## src/rtl/aes_uart_pkg.sv

```systemverilog
// aes_uart_pkg: shared types and constants
// for the AES block to UART byte sender.
package aes_uart_pkg;

  localparam int BLK_W = 128;

  localparam logic [7:0] ASCII_CR         = 8'h0D;
  localparam logic [7:0] ASCII_LF         = 8'h0A;
  localparam logic [7:0] ASCII_0          = 8'h30;
  localparam logic [7:0] ASCII_A_MINUS_10 = 8'h37;

  typedef enum logic [1:0] {
    IDLE,
    LOAD,
    WAIT_ACK,
    WAIT_DONE
  } state_t;

endpackage

```

## src/rtl/aes_uart_block_sender_nib.sv

```systemverilog
// nibble_to_ascii: 4-bit value to uppercase
// ASCII hex digit.
import aes_uart_pkg::*;

module nibble_to_ascii (
  input  logic [3:0] nib,
  output logic [7:0] chr
);

  // digits map from '0', letters from 'A'
  always_comb begin
    chr = ASCII_0 + {4'h0, nib};
    if (nib > 4'd9)
      chr = ASCII_A_MINUS_10 + {4'h0, nib};
  end

endmodule

```

## src/rtl/aes_uart_block_sender.sv

```systemverilog
// aes_uart_block_sender: serializes one AES
// block as raw bytes or hex text to a UART.
import aes_uart_pkg::*;

module aes_uart_block_sender #(
  parameter bit HEX_MODE    = 1'b1,
  parameter bit APPEND_CRLF = 1'b1
) (
  input  logic             clk,
  input  logic             rst,
  input  logic             blk_valid,
  input  logic [BLK_W-1:0] blk_data,
  output logic             blk_ready,
  output logic             tx_start,
  output logic [7:0]       tx_data,
  input  logic             tx_busy,
  output logic             done,
  output logic             active
);

  localparam logic [5:0] LAST =
    HEX_MODE ? (APPEND_CRLF ? 6'd33 : 6'd31)
             : 6'd15;

  state_t           state, state_d;
  logic [5:0]       k, k_d;
  logic [BLK_W-1:0] blk_copy;
  logic             cap;
  logic [7:0]       tx_data_d;
  logic             tx_start_d;
  logic             done_d;
  logic             active_d;
  logic             ready_d;
  logic [3:0]       nib;
  logic [7:0]       hex_chr;
  logic [7:0]       raw_byte;
  logic [7:0]       chr;

  // select the nibble / byte for character k
  always_comb begin
    nib      = blk_copy[BLK_W-1-4*int'(k[4:0]) -: 4];
    raw_byte = blk_copy[BLK_W-1-8*int'(k[3:0]) -: 8];
  end

  nibble_to_ascii u_hex (
    .nib (nib),
    .chr (hex_chr)
  );

  // character k: hex digit, CR/LF trailer or raw byte
  always_comb begin
    chr = raw_byte;
    if (HEX_MODE) begin
      unique case (1'b1)
        (k == 6'd32): chr = ASCII_CR;
        (k == 6'd33): chr = ASCII_LF;
        default:      chr = hex_chr;
      endcase
    end
  end

  // next state and registered-output values
  always_comb begin
    state_d    = state;
    k_d        = k;
    cap        = 1'b0;
    tx_data_d  = tx_data;
    tx_start_d = 1'b0;
    done_d     = 1'b0;
    active_d   = active;
    ready_d    = 1'b0;
    unique case (state)
      IDLE: begin
        if (blk_ready && blk_valid) begin
          cap      = 1'b1;
          k_d      = 6'd0;
          active_d = 1'b1;
          state_d  = LOAD;
        end else begin
          ready_d  = 1'b1;
        end
      end
      LOAD: begin
        // never start while a stale frame runs
        if (!tx_busy) begin
          tx_data_d  = chr;
          tx_start_d = 1'b1;
          state_d    = WAIT_ACK;
        end
      end
      WAIT_ACK: begin
        // busy lags start; only a high is meaningful
        if (tx_busy)
          state_d = WAIT_DONE;
      end
      WAIT_DONE: begin
        if (!tx_busy) begin
          if (k == LAST) begin
            done_d   = 1'b1;
            active_d = 1'b0;
            ready_d  = 1'b1;
            state_d  = IDLE;
          end else begin
            k_d     = k + 6'd1;
            state_d = LOAD;
          end
        end
      end
      default: state_d = IDLE;
    endcase
  end

  // state, counter and output registers
  always_ff @(posedge clk) begin
    if (rst) begin
      state     <= IDLE;
      k         <= 6'd0;
      tx_data   <= 8'h00;
      tx_start  <= 1'b0;
      done      <= 1'b0;
      active    <= 1'b0;
      blk_ready <= 1'b0;
    end else begin
      state     <= state_d;
      k         <= k_d;
      tx_data   <= tx_data_d;
      tx_start  <= tx_start_d;
      done      <= done_d;
      active    <= active_d;
      blk_ready <= ready_d;
    end
  end

  // private copy of the accepted block
  always_ff @(posedge clk) begin
    if (cap)
      blk_copy <= blk_data;
  end

endmodule

```

## config.mk

```make
export PLATFORM = sky130hd
export DESIGN_NAME = aes_uart_block_sender
export DESIGN_NICKNAME = d
export VERILOG_FILES = /design/src/rtl/aes_uart_pkg.sv /design/src/rtl/aes_uart_block_sender_nib.sv /design/src/rtl/aes_uart_block_sender.sv
export SDC_FILE = /design/constraint.sdc
export NUM_CORES = 1
export LEC_CHECK = 0
export ABC_AREA = 1
export CAP_MARGIN = 20
export CORE_AREA = 2 2 172 132
export CTS_CLUSTER_SIZE = 14
export DETAILED_ROUTE_END_ITERATION = 16
export DIE_AREA = 0 0 174 134
export GPL_TIMING_DRIVEN = 0
export PLACE_DENSITY = 0.49
export SLEW_MARGIN = 20
export SYNTH_ARGS = -nofsm -noshare
export SYNTH_HDL_FRONTEND = slang
export SYNTH_SLANG_ARGS = --single-unit
```

## constraint.sdc

```tcl
create_clock -name clk -period 11.7 [get_ports clk]
set_input_delay 2.34 -clock clk [delete_from_list [all_inputs] [get_ports clk]]
set_output_delay 2.34 -clock clk [all_outputs]
set_load 0.01 [all_outputs]
```

# == Word level (Yosys, flattened, before mapping) ==
# Cells that the tools add are included.
# word_totals
input_bits,132
romBits,0
reg_bits,148
memories,0
latch_bits,0
ram_bits,0
# op_classes
shifts,1
muxes,23
div,0
order_cmp,1
n_bitwise,3
add_sub_neg,4
reduce_logical,9
n_eq_ne,11
n_mul,0
# ops
op,count
$shiftx 131x8->4,1
$mux 6,3
$pmux 8 s2,1
$add 6x4->7 const A,2
$eq 6x6->1 const B,2
$ne 2x2->1 const B,6
$pmux 6 s2,1
$reduce_and 4->1,3
$mux 1,10
$mux 2,4
$mux 8,1
$pmux 2 s4,1
$sub 7x7->8 const A,1
$add 6x1->6 const B,1
$eq 2x2->1 const B,2
$gt 4x4->1 const B,1
$pmux 1 s2,2
$reduce_or 2->1,2
$not 1->1,3
$eq 2x1->1 const B,1
$logic_not 2->1,1
$reduce_and 2->1,1
$reduce_bool 2->1,1
$logic_and 1x1->1,1

# == Logic depth before layout (Yosys ltp) ==
# depth
word_depth,5
mapped_depth,21

# == Cells and area by module ==
# Synthesis repeated with hierarchy kept, for this count alone.
# hier_totals
cells_unflattened,646
hier_area_um2,6551.3
# by_module_without_submodules
module,area_each_um2,instances,cells_per_inst
aes_uart_block_sender,6419.9,1,625
nibble_to_ascii,131.4,1,21

# == Least setup slack after synthesis ==
# OpenSTA, ideal clock, no wires.
# synth_path
path_type,input -> register
from,in blk_valid
to,"reg blk_copy[0], enable pin"
path_stages,2
t_arrival_ns,7.729
setup_ns,0.616
setup_slack_ns,3.354
n_path_buf,0
cell_sequence,nand2_1 -> nor2_1
# synth_between
elab_chain_cells,3
# synth_lines
item,line,source
start: declaration,aes_uart_block_sender.sv:11,"input logic blk_valid,"
$logic_and 1x1->1,aes_uart_block_sender.sv:74,if (blk_ready && blk_valid) begin
$mux 1,aes_uart_block_sender.sv:74,
$mux 1,aes_uart_block_sender.sv:72,unique case (state)
net cap,aes_uart_block_sender.sv:28,logic cap;
end signal: assignment,aes_uart_block_sender.sv:137,blk_copy <= blk_data;
end: declaration,aes_uart_block_sender.sv:27,logic [BLK_W-1:0] blk_copy;
# The timed path passes the listed nets, and every way through them passes these cells.
# A chain may end at the register's enable or synchronous reset.

# == Final worst setup path ==
# layout_path
from,reg tx_data[1]
to,out tx_data[1]
# layout_rtl
item,line,source
start: declaration,aes_uart_block_sender.sv:15,"output logic [7:0] tx_data,"
start signal: assignment,aes_uart_block_sender.sv:126,tx_data <= tx_data_d;
# No word-level cell between the ends.

==> results_dict.tcl <==
set metrics [dict create \
    outcome "complete, no violations" \
    drt_iter0_drc 282 \
    r2r_slack_ns 8.93 \
    clock_latency_ns 0.42 \
    track_usage_pct 15.33 \
    postSynthCellCount 613 \
    finalSetupViolations 0 \
    firstDrtPassIters 5 \
    crit_family "buffers and inverters" \
    rsz0062_at_grt "false" \
    wl_per_cell_um 15.91 \
    crit_slowest_cell "clkdlybuf4s50_1" \
    ios 144 \
    hold_end "tx_data[5]" \
    clk_path_buf_depth 2 \
    syn_to_final_growth_pct 39.23 \
    yosysUniqueCellTypes 29 \
    core_area_sq_um 21640 \
    dieArea_sq_um 23320 \
    reg2reg_depth 13 \
    die_y_um 134 \
    htreeDepth 4 \
    grt_pass1_vias 4913 \
    grt_max_degree 32 \
    crit_path_end_kind "output pin" \
    timing.fmax_mhz 272.9 \
    portBuffers 141 \
    peakVddDrop_v 0.0001122 \
    netlist_area_sq_um 6366 \
    synth_nets 754 \
    fin_crit_sh_pct 31.31 \
    path_cells "clkdlybuf4s50_1" \
    skew_ns 0.008449 \
    synth.top_cell.area_share_pct 60.38 \
    cpPeakStageDelay_ns 0.55 \
    hpwl_um 12890 \
    path_buf_inv 1 \
    tns_ns 0 \
    relSlewSlack_pct 56.37 \
    worstPathArrival_ns 1.32 \
    wl_um 17270 \
    die_width_um 174 \
    cp_max_fo 2 \
    cts_hold_buf 0 \
    dp_slack_ns 7.597 \
    setup_ws_ns 8.036 \
    hold_path.class "flop to flop" \
    crit_type "flop to output pin" \
    diodes 0 \
    drv_slew 0 \
    hold_ws_ns 0.4876 \
    cellLeakagePower_nw 3.505 \
    yosys.area.top_type "edfxtp_1" \
    layout_min_cycle_time_ns 3.664 \
    seq_area_frac_synth_pct 66.35 \
    critPathLaunchType "flop" \
    cts-root-buf "clkbuf_16" \
    r2r_end "tx_data[5]" \
    viasPerCell 4.411 \
    final_util_pct 40.96 \
    cp.depth 1 \
    start_util_pct 29.42 \
    antenna_found_initial 1 \
    cts_sinks 147 \
    synthTopCellsByArea "edfxtp_1, nand2_1, dfxtp_1, nand3_1, nor2_1" \
    layout_commonest_cell "nand2_1" \
    worstPathRequired_ns 9.36 \
    cts_tree "built" \
    clk_pin_slew_ns 0.06 \
    hold_depth 2 \
    gp_congestion 0.7967 \
    avgSynthCellArea_sq_um 10.39 \
    maxCapViolCount 0 \
    nets 919 \
    placedCellCount 1053 \
    drc 0 \
    worst_pin_slew_ns 0.6538 \
    cts_setup_buffers 0 \
    ys_seq_elements 147 \
    busiest_layer "met2" \
    row_count 47 \
    grtUsageMet3_pct 4.223 \
    cts_inserted_buffers 17 \
    instances_no_fill 1085 \
    cts_resized 0 \
    vias 4786 \
    grt_use_met1_pct 21.48 \
    hold_violations 0 \
    grt_overflow 0 \
    ant_nets 0 \
    drive_above_1_share_pct 9.735 \
    cellPowerDensity_nw_per_um2 188.2 \
    rr_startpoint "k[2]" \
    grt.met2_usage_pct 23.40 \
    final_cell_mix "nand2_1, clkdlybuf4s50_1, edfxtp_1" \
    grt_pass1_wl_um 26730 \
    yosysWarnings 0 \
    hp-start "tx_data[5]" \
]
==> per-stage QoR <==
step	area [sq um]	power, mW
after floorplan	6366	0.9643
after global placement	8145	1.130
after detailed placement	8275	1.142
after CTS	8864	1.687
after global routing	8864	1.761
final	8864	1.668
==> sequential cells by signal (all words and copies together), names as in the netlist <==
| name | cells |
|---|---|
| active | 1 |
| blk_copy | 128 |
| blk_ready | 1 |
| done | 1 |
| k | 6 |
| state | 2 |
| tx_data | 7 |
| tx_start | 1 |
==> metal layers <==
layer / routed length, um / share of wire (%)
met5: 13 / 0.075
met4: 125 / 0.72
met3: 965 / 5.6
met2: 7424 / 43
met1: 8737 / 51
==> cell usage after synthesis <==
cell,instances
a21boi_1,2
o31ai_2,1
and2_1,1
inv_2,3
o21ai_1,8
a211oi_1,2
nand3_1,54
mux2i_1,1
buf_2,8
clkbuf_1,1
buf_6,6
buf_4,8
nand2_1,153
o31ai_1,1
nor2_1,71
dfxtp_1,19
ha_1,9
inv_1,66
or2_2,1
nor2_2,4
a21oi_1,19
o21ai_0,31
conb_1,1
inv_4,1
nor3_1,2
a21oi_2,2
nand2_2,5
edfxtp_1,128
nand4_1,5
==> cell type report <==
class	count	area, sq um
clock buffers	17	425.4
fillers	2151	12780
repair buffers	146	1534
plain buffers	23	171.4
well taps	294	367.9
multi-input cells	373	1713
clock inverters	15	162.7
inverters	70	265.3
flip-flops and latches	147	4224
==> worst max path at each step <==
stage	startpoint	to	slack, ns
after detailed placement	blk_valid	blk_copy[43]	7.60
after floorplan	blk_valid	blk_copy[0]	3.35
after global routing	tx_data[1]	tx_data[1]	7.97
final	tx_data[1]	tx_data[1]	8.04
after CTS	tx_data[1]	tx_data[1]	8.01
after global placement	blk_valid	blk_copy[76]	0.68
==> cells by family after synthesis <==
kind of cell / count (synthesis) / share of synthesized area (%)
fa+ha+maj: 9 / 1.769
flops: 147 / 66.35
other cells: 1 / 0.05891
mux: 1 / 0.1572
compound gates: 66 / 5.621
simple gates: 296 / 19.18
buf+inv: 93 / 6.859
==> power by group <==
group / switching (mW) / leakage (nW) / internal (mW) / total (mW)
Sequential: 0.0218 / 1.32 / 0.654 / 0.675
Combinational: 0.271 / 1.90 / 0.179 / 0.450
Clock: 0.240 / 0.285 / 0.303 / 0.543
(Power assumes the default switching activity.)
==> variant 1 (same settings) <==
Change the parameter `HEX_MODE` from 1'b1 to 1'b0.
--- a/src/rtl/aes_uart_block_sender.sv
+++ b/src/rtl/aes_uart_block_sender.sv
@@ -3,7 +3,7 @@
 import aes_uart_pkg::*;
 
 module aes_uart_block_sender #(
-  parameter bit HEX_MODE    = 1'b1,
+  parameter bit HEX_MODE    = 1'b0,
   parameter bit APPEND_CRLF = 1'b1
 ) (
   input  logic             clk,
Function: changed (Yosys sat finds a counterexample within 4 cycles, from zero or initial values and one cycle with rst high).
==> variant 1 against the original RTL <==
- worst setup slack worse by 160 ps
- final area hardly changed
- sequential cell count is 1 higher
- die area stayed put
- maximum frequency is 4.1% lower
- clock power is 0.9% lower
- wire length is 3.1% lower
- total power is 9.1% higher
- critical path type is now in2reg
- synthesized area is 0.67% lower
==> variant 1: results <==
export IMPL_drive_gt1_share_pct=8.138
export IMPL_clkPwrFrac_pct=29.6
export IMPL_fin_nets=935
export IMPL_swShare_pct=34.41
export IMPL_pwr_share_comb_pct=32.1
export IMPL_post_cts_setup_buffers=0
export IMPL_worstPathArrival_ps=3950
export IMPL_hold_end="active"
export IMPL_reg_largest_list="blk_copy (128), tx_data (8), k (6)"
export IMPL_grt_max_degree=27
export IMPL_seq_area_frac_synth_pct=67.12
export IMPL_grt_pass1_vias=4580
export IMPL_cts_root_buf="clkbuf_16"
export IMPL_cts_max_level=4
export IMPL_synthTopCellsByArea="edfxtp_1 61%, nand2_1 13%, dfxtp_1 6.3%"
export IMPL_syn_nets=767
export IMPL_ir_drop_v=0.0001189
export IMPL_worstHoldStart="active"
export IMPL_area_sequential_sq_um=4244
export IMPL_antenna_found_initial=0
export IMPL_leakage_nw=3.560
export IMPL_worst_path_max_fanout=26
export IMPL_clock_latency_ps=430
export IMPL_r2r_slack_ps=9640
export IMPL_holdPathStages=2
export IMPL_cts_made_buffers=17
export IMPL_postRouteWirelength_mm=16.74
export IMPL_antenna_cells=0
export IMPL_yosys_warnings=0
export IMPL_synth_edf_count=128
export IMPL_r2r_start="state[1]"
export IMPL_portBuffers=143
export IMPL_gp_congestion=0.7381
export IMPL_ys_flop_type="edfxtp_1"
export IMPL_synth_distinct_cells=25
export IMPL_fillers=2170
export IMPL_clk_pin_slew_ps=60
export IMPL_cts_buffer_depth=2
export IMPL_async_flop_share_pct=0
export IMPL_fin_skew_ps=8.082
export IMPL_r2r_cells=7
export IMPL_grt_pass1_wl_mm=25.74
export IMPL_vias_per_cell=4.198
export IMPL_r2r_end="blk_copy[35]"
export IMPL_place_ws_ps=7426
export IMPL_dp_hpwl_mm=12.29
export IMPL_drt_first_pass_iters=4
export IMPL_hp_class="reg2reg"
export IMPL_cts_resized=0
export IMPL_max_cap_violations=0
export IMPL_grt_usage_pct=14.87
export IMPL_status="completed"
export IMPL_drt_iter0_markers=274
export IMPL_relSlewSlack_pct=61.53
export IMPL_synth_common_cells="213 x nand2_1, 128 x edfxtp_1, 84 x inv_1"
==> variant 1: kinds of logic after synthesis <==
logic type | count (synthesis) | share of synthesized area, %
AOI/OAI and AO/OA | 33 | 2.691
DFF | 148 | 67.12
adders and majority gates | 5 | 0.9893
buffers and inverters | 112 | 7.499
and+or+nand+nor | 330 | 21.43
xor gates and xnor gates | 2 | 0.2771
==> variant 1: area by class of cell <==
type / count / area share (%)
clock inverter: 15 / 1.625
tap: 294 / 4.153
sequential: 148 / 47.92
clock buffer: 17 / 4.803
inverter: 87 / 3.715
buffer: 25 / 1.639
multi-input combinational: 370 / 18.21
timing repair buffer: 149 / 17.94
==> variant 1: worst max-delay path, cell delays in order <==
cell and delay [ps]:
clkdlybuf4s50_1 460, nand2_1 130, nor2_4 390, buf_16 220
buf_16 180, buf_12 190
==> variant 1: per-layer routing <==
layer	vias up	global-route usage [%]	routed length [microns]
met4	0	4.062	173
met5	-	0	0
met1	2140	21.92	8590
met2	113	21.58	7170
met3	11	3.827	804
li1	2375	-	-
==> variant 1: worst max-delay path by stage <==
stage                     startpoint             to  slack [ps]  depth (start not counted)
after floorplan            blk_valid    blk_copy[0]        3350                          2
after global placement     blk_valid    blk_copy[9]          60                          3
after detailed placement   blk_valid    blk_copy[0]        7430                          6
after CTS                  blk_valid  blk_copy[100]        7870                          6
after global routing       blk_valid   blk_copy[11]        7820                          6
final                      blk_valid   blk_copy[35]        7880                          6
==> variant 1: through the flow <==
step                      hold slack (ps)  utilization [%]  std cells  total power [mW]  instance area [sq um]
after floorplan                     481.6                -        630             1.074                   6324
after global placement              486.7            37.53       1067             1.298                   8123
after detailed placement            505.7            38.30       1073             1.303                   8288
after CTS                           520.1            40.93       1105             1.844                   8857
after global routing                550.6            40.93       1105             1.938                   8857
final                               511.7            40.93       1105             1.820                   8857
==> variant 2 (same flow settings) <==
Without the edit above. `tx_data` no longer has a reset.
--- a/src/rtl/aes_uart_block_sender.sv
+++ b/src/rtl/aes_uart_block_sender.sv
@@ -115,7 +115,6 @@
     if (rst) begin
       state     <= IDLE;
       k         <= 6'd0;
-      tx_data   <= 8'h00;
       tx_start  <= 1'b0;
       done      <= 1'b0;
       active    <= 1'b0;
@@ -123,12 +122,15 @@
     end else begin
       state     <= state_d;
       k         <= k_d;
-      tx_data   <= tx_data_d;
       tx_start  <= tx_start_d;
       done      <= done_d;
       active    <= active_d;
       blk_ready <= ready_d;
     end
+  end
+
+  always_ff @(posedge clk) begin
+    tx_data <= tx_data_d;
   end
 
   // private copy of the accepted block
Function: differs if rst is asserted again (counterexample within 4 cycles, from zero or initial values and one cycle with rst high); with rst held inactive, the same outputs for 10 cycles.
==> variant 2 against the original RTL <==
- final area is essentially flat
- via count shrank 1.8%
- sequential cell count is the same
- hold slack gained 1.7 ps
- maximum frequency shrank 8.2%
- total power grew 1.8%
- wire length grew 1.7%
- critical path depth grew 5
- die area is the same
- global-route usage grew 0.49 points
- synthesized area shrank 0.12%
- sequential power grew 1%
- synthesized cell count shrank 2.8%
- worst setup slack lost 330 ps
==> variant 2: results <==
export IMPL_r2r_cells=15
export IMPL_fillers=2122
export IMPL_ir_drop_v=0.0001138
export IMPL_synth_distinct_cells=30
export IMPL_reg_largest_list="blk_copy (128), tx_data (7), k (6)"
export IMPL_grt_usage_pct=15.82
export IMPL_async_flop_share_pct=0
export IMPL_cts_max_level=4
export IMPL_syn_nets=737
export IMPL_wl_met2_mm=7.353
export IMPL_grt_max_degree=31
export IMPL_synthTopCellsByArea="edfxtp_1 64%, nand2_1 9.0%, nor2_1 4.2%"
export IMPL_status="completed"
export IMPL_leakage_nw=3.449
export IMPL_drt_first_pass_iters=8
export IMPL_grt_pass1_wl_mm=27.23
export IMPL_cts_root_buf="clkbuf_16"
export IMPL_r2r_end="tx_data[0]"
export IMPL_worstHoldStart="k[5]"
export IMPL_synth_common_cells="153 x nand2_1, 135 x edfxtp_1, 71 x nor2_1"
export IMPL_drive_gt1_share_pct=10.08
export IMPL_syn_avg_cell_area_sq_um=10.67
export IMPL_r2r_start="k[0]"
export IMPL_hold_end="k[5]"
export IMPL_vias_per_cell=4.400
export IMPL_grt_use_met2_pct=23.22
export IMPL_gp_congestion=0.7943
export IMPL_fin_nets=902
export IMPL_hold_ws_ps=489.4
export IMPL_dp_hpwl_mm=12.96
export IMPL_fin_skew_ps=12.81
export IMPL_met1_usage_pct=22.68
export IMPL_worstPathArrival_ps=4120
export IMPL_dp_cells=1036
export IMPL_antenna_found_initial=2
export IMPL_wl_per_cell_microns=16.44
export IMPL_startpoint="blk_valid"
export IMPL_r2r_slack_ps=8950
export IMPL_grt_pass1_vias=4849
export IMPL_worst_slack_ps=7709
export IMPL_clk_pin_slew_ps=70
export IMPL_worst_path_max_fanout=30
export IMPL_power_switching_uw=550.2
export IMPL_place_ws_ps=7218
export IMPL_cp_endpoint="blk_copy[20]"
export IMPL_gr_usage_met3_pct=4.563
export IMPL_m1WireLength_mm=8.875
export IMPL_seq_area_frac_synth_pct=67.53
export IMPL_drt_iter0_markers=345
export IMPL_postRouteWirelength_mm=17.56
export IMPL_wl_met3_mm=1.131
## variant 2: cell types whose count changed in the layout (fill, tap and decap cells not counted), moves of 3 or more
| cell | before | now |
|---|---|---|
| inv_1 | 66 | 56 |
| o21ai_0 | 31 | 11 |
| edfxtp_1 | 128 | 135 |
| o21ai_1 | 8 | 24 |
| a21oi_1 | 19 | 15 |
| dfxtp_1 | 19 | 12 |
| nand3_1 | 54 | 51 |
## variant 2: layout make-up
class	count	area (sq um)	share of cell area (%)
clock buffer	17	425.4	4.799
inverter	64	245.2	2.766
sequential	147	4294	48.44
multi-input combinational	362	1662	18.74
clock inverter	15	163.9	1.849
tap	294	367.9	4.150
buffer	23	165.2	1.863
timing repair buffer	146	1541	17.39
## variant 2: stage by stage
| step | cell area [sq um] | utilization (%) |
|---|---|---|
| 2_1_floorplan | 6359 | - |
| 3_3_place_gp | 8138 | 37.60 |
| 3_5_place_dp | 8275 | 38.24 |
| 4_1_cts | 8865 | 40.96 |
| 5_1_grt | 8865 | 40.96 |
| 6_report | 8865 | 40.96 |
## variant 2: kinds of logic (layout without fill, tap and decap cells)
group	Yosys count	in the layout	synth area share [%]
AND/OR/NAND/NOR	294	294	19.24
AO/OA/AOI/OAI	57	57	4.782
other	1	1	0.05898
flip-flops	147	147	67.53
multiplexers	1	1	0.1574
buffers and inverters	87	265	6.454
adder cells (fa/ha/maj)	9	9	1.771
## variant 2: power by group through the flow
stage                     clock network [mW]  logic [mW]  registers [mW]
after floorplan                            0       0.271           0.708
after global placement                     0       0.444           0.715
after detailed placement                   0       0.474           0.696
after CTS                              0.560       0.475           0.685
after global routing                   0.579       0.528           0.691
final                                  0.547       0.467           0.684
## variant 2: critical path, cell delays in order
cell	delay, ps
clkdlybuf4s50_1	470
nand2_1	130
nor2_4	520
buf_16	250
buf_16	190
buf_12	200
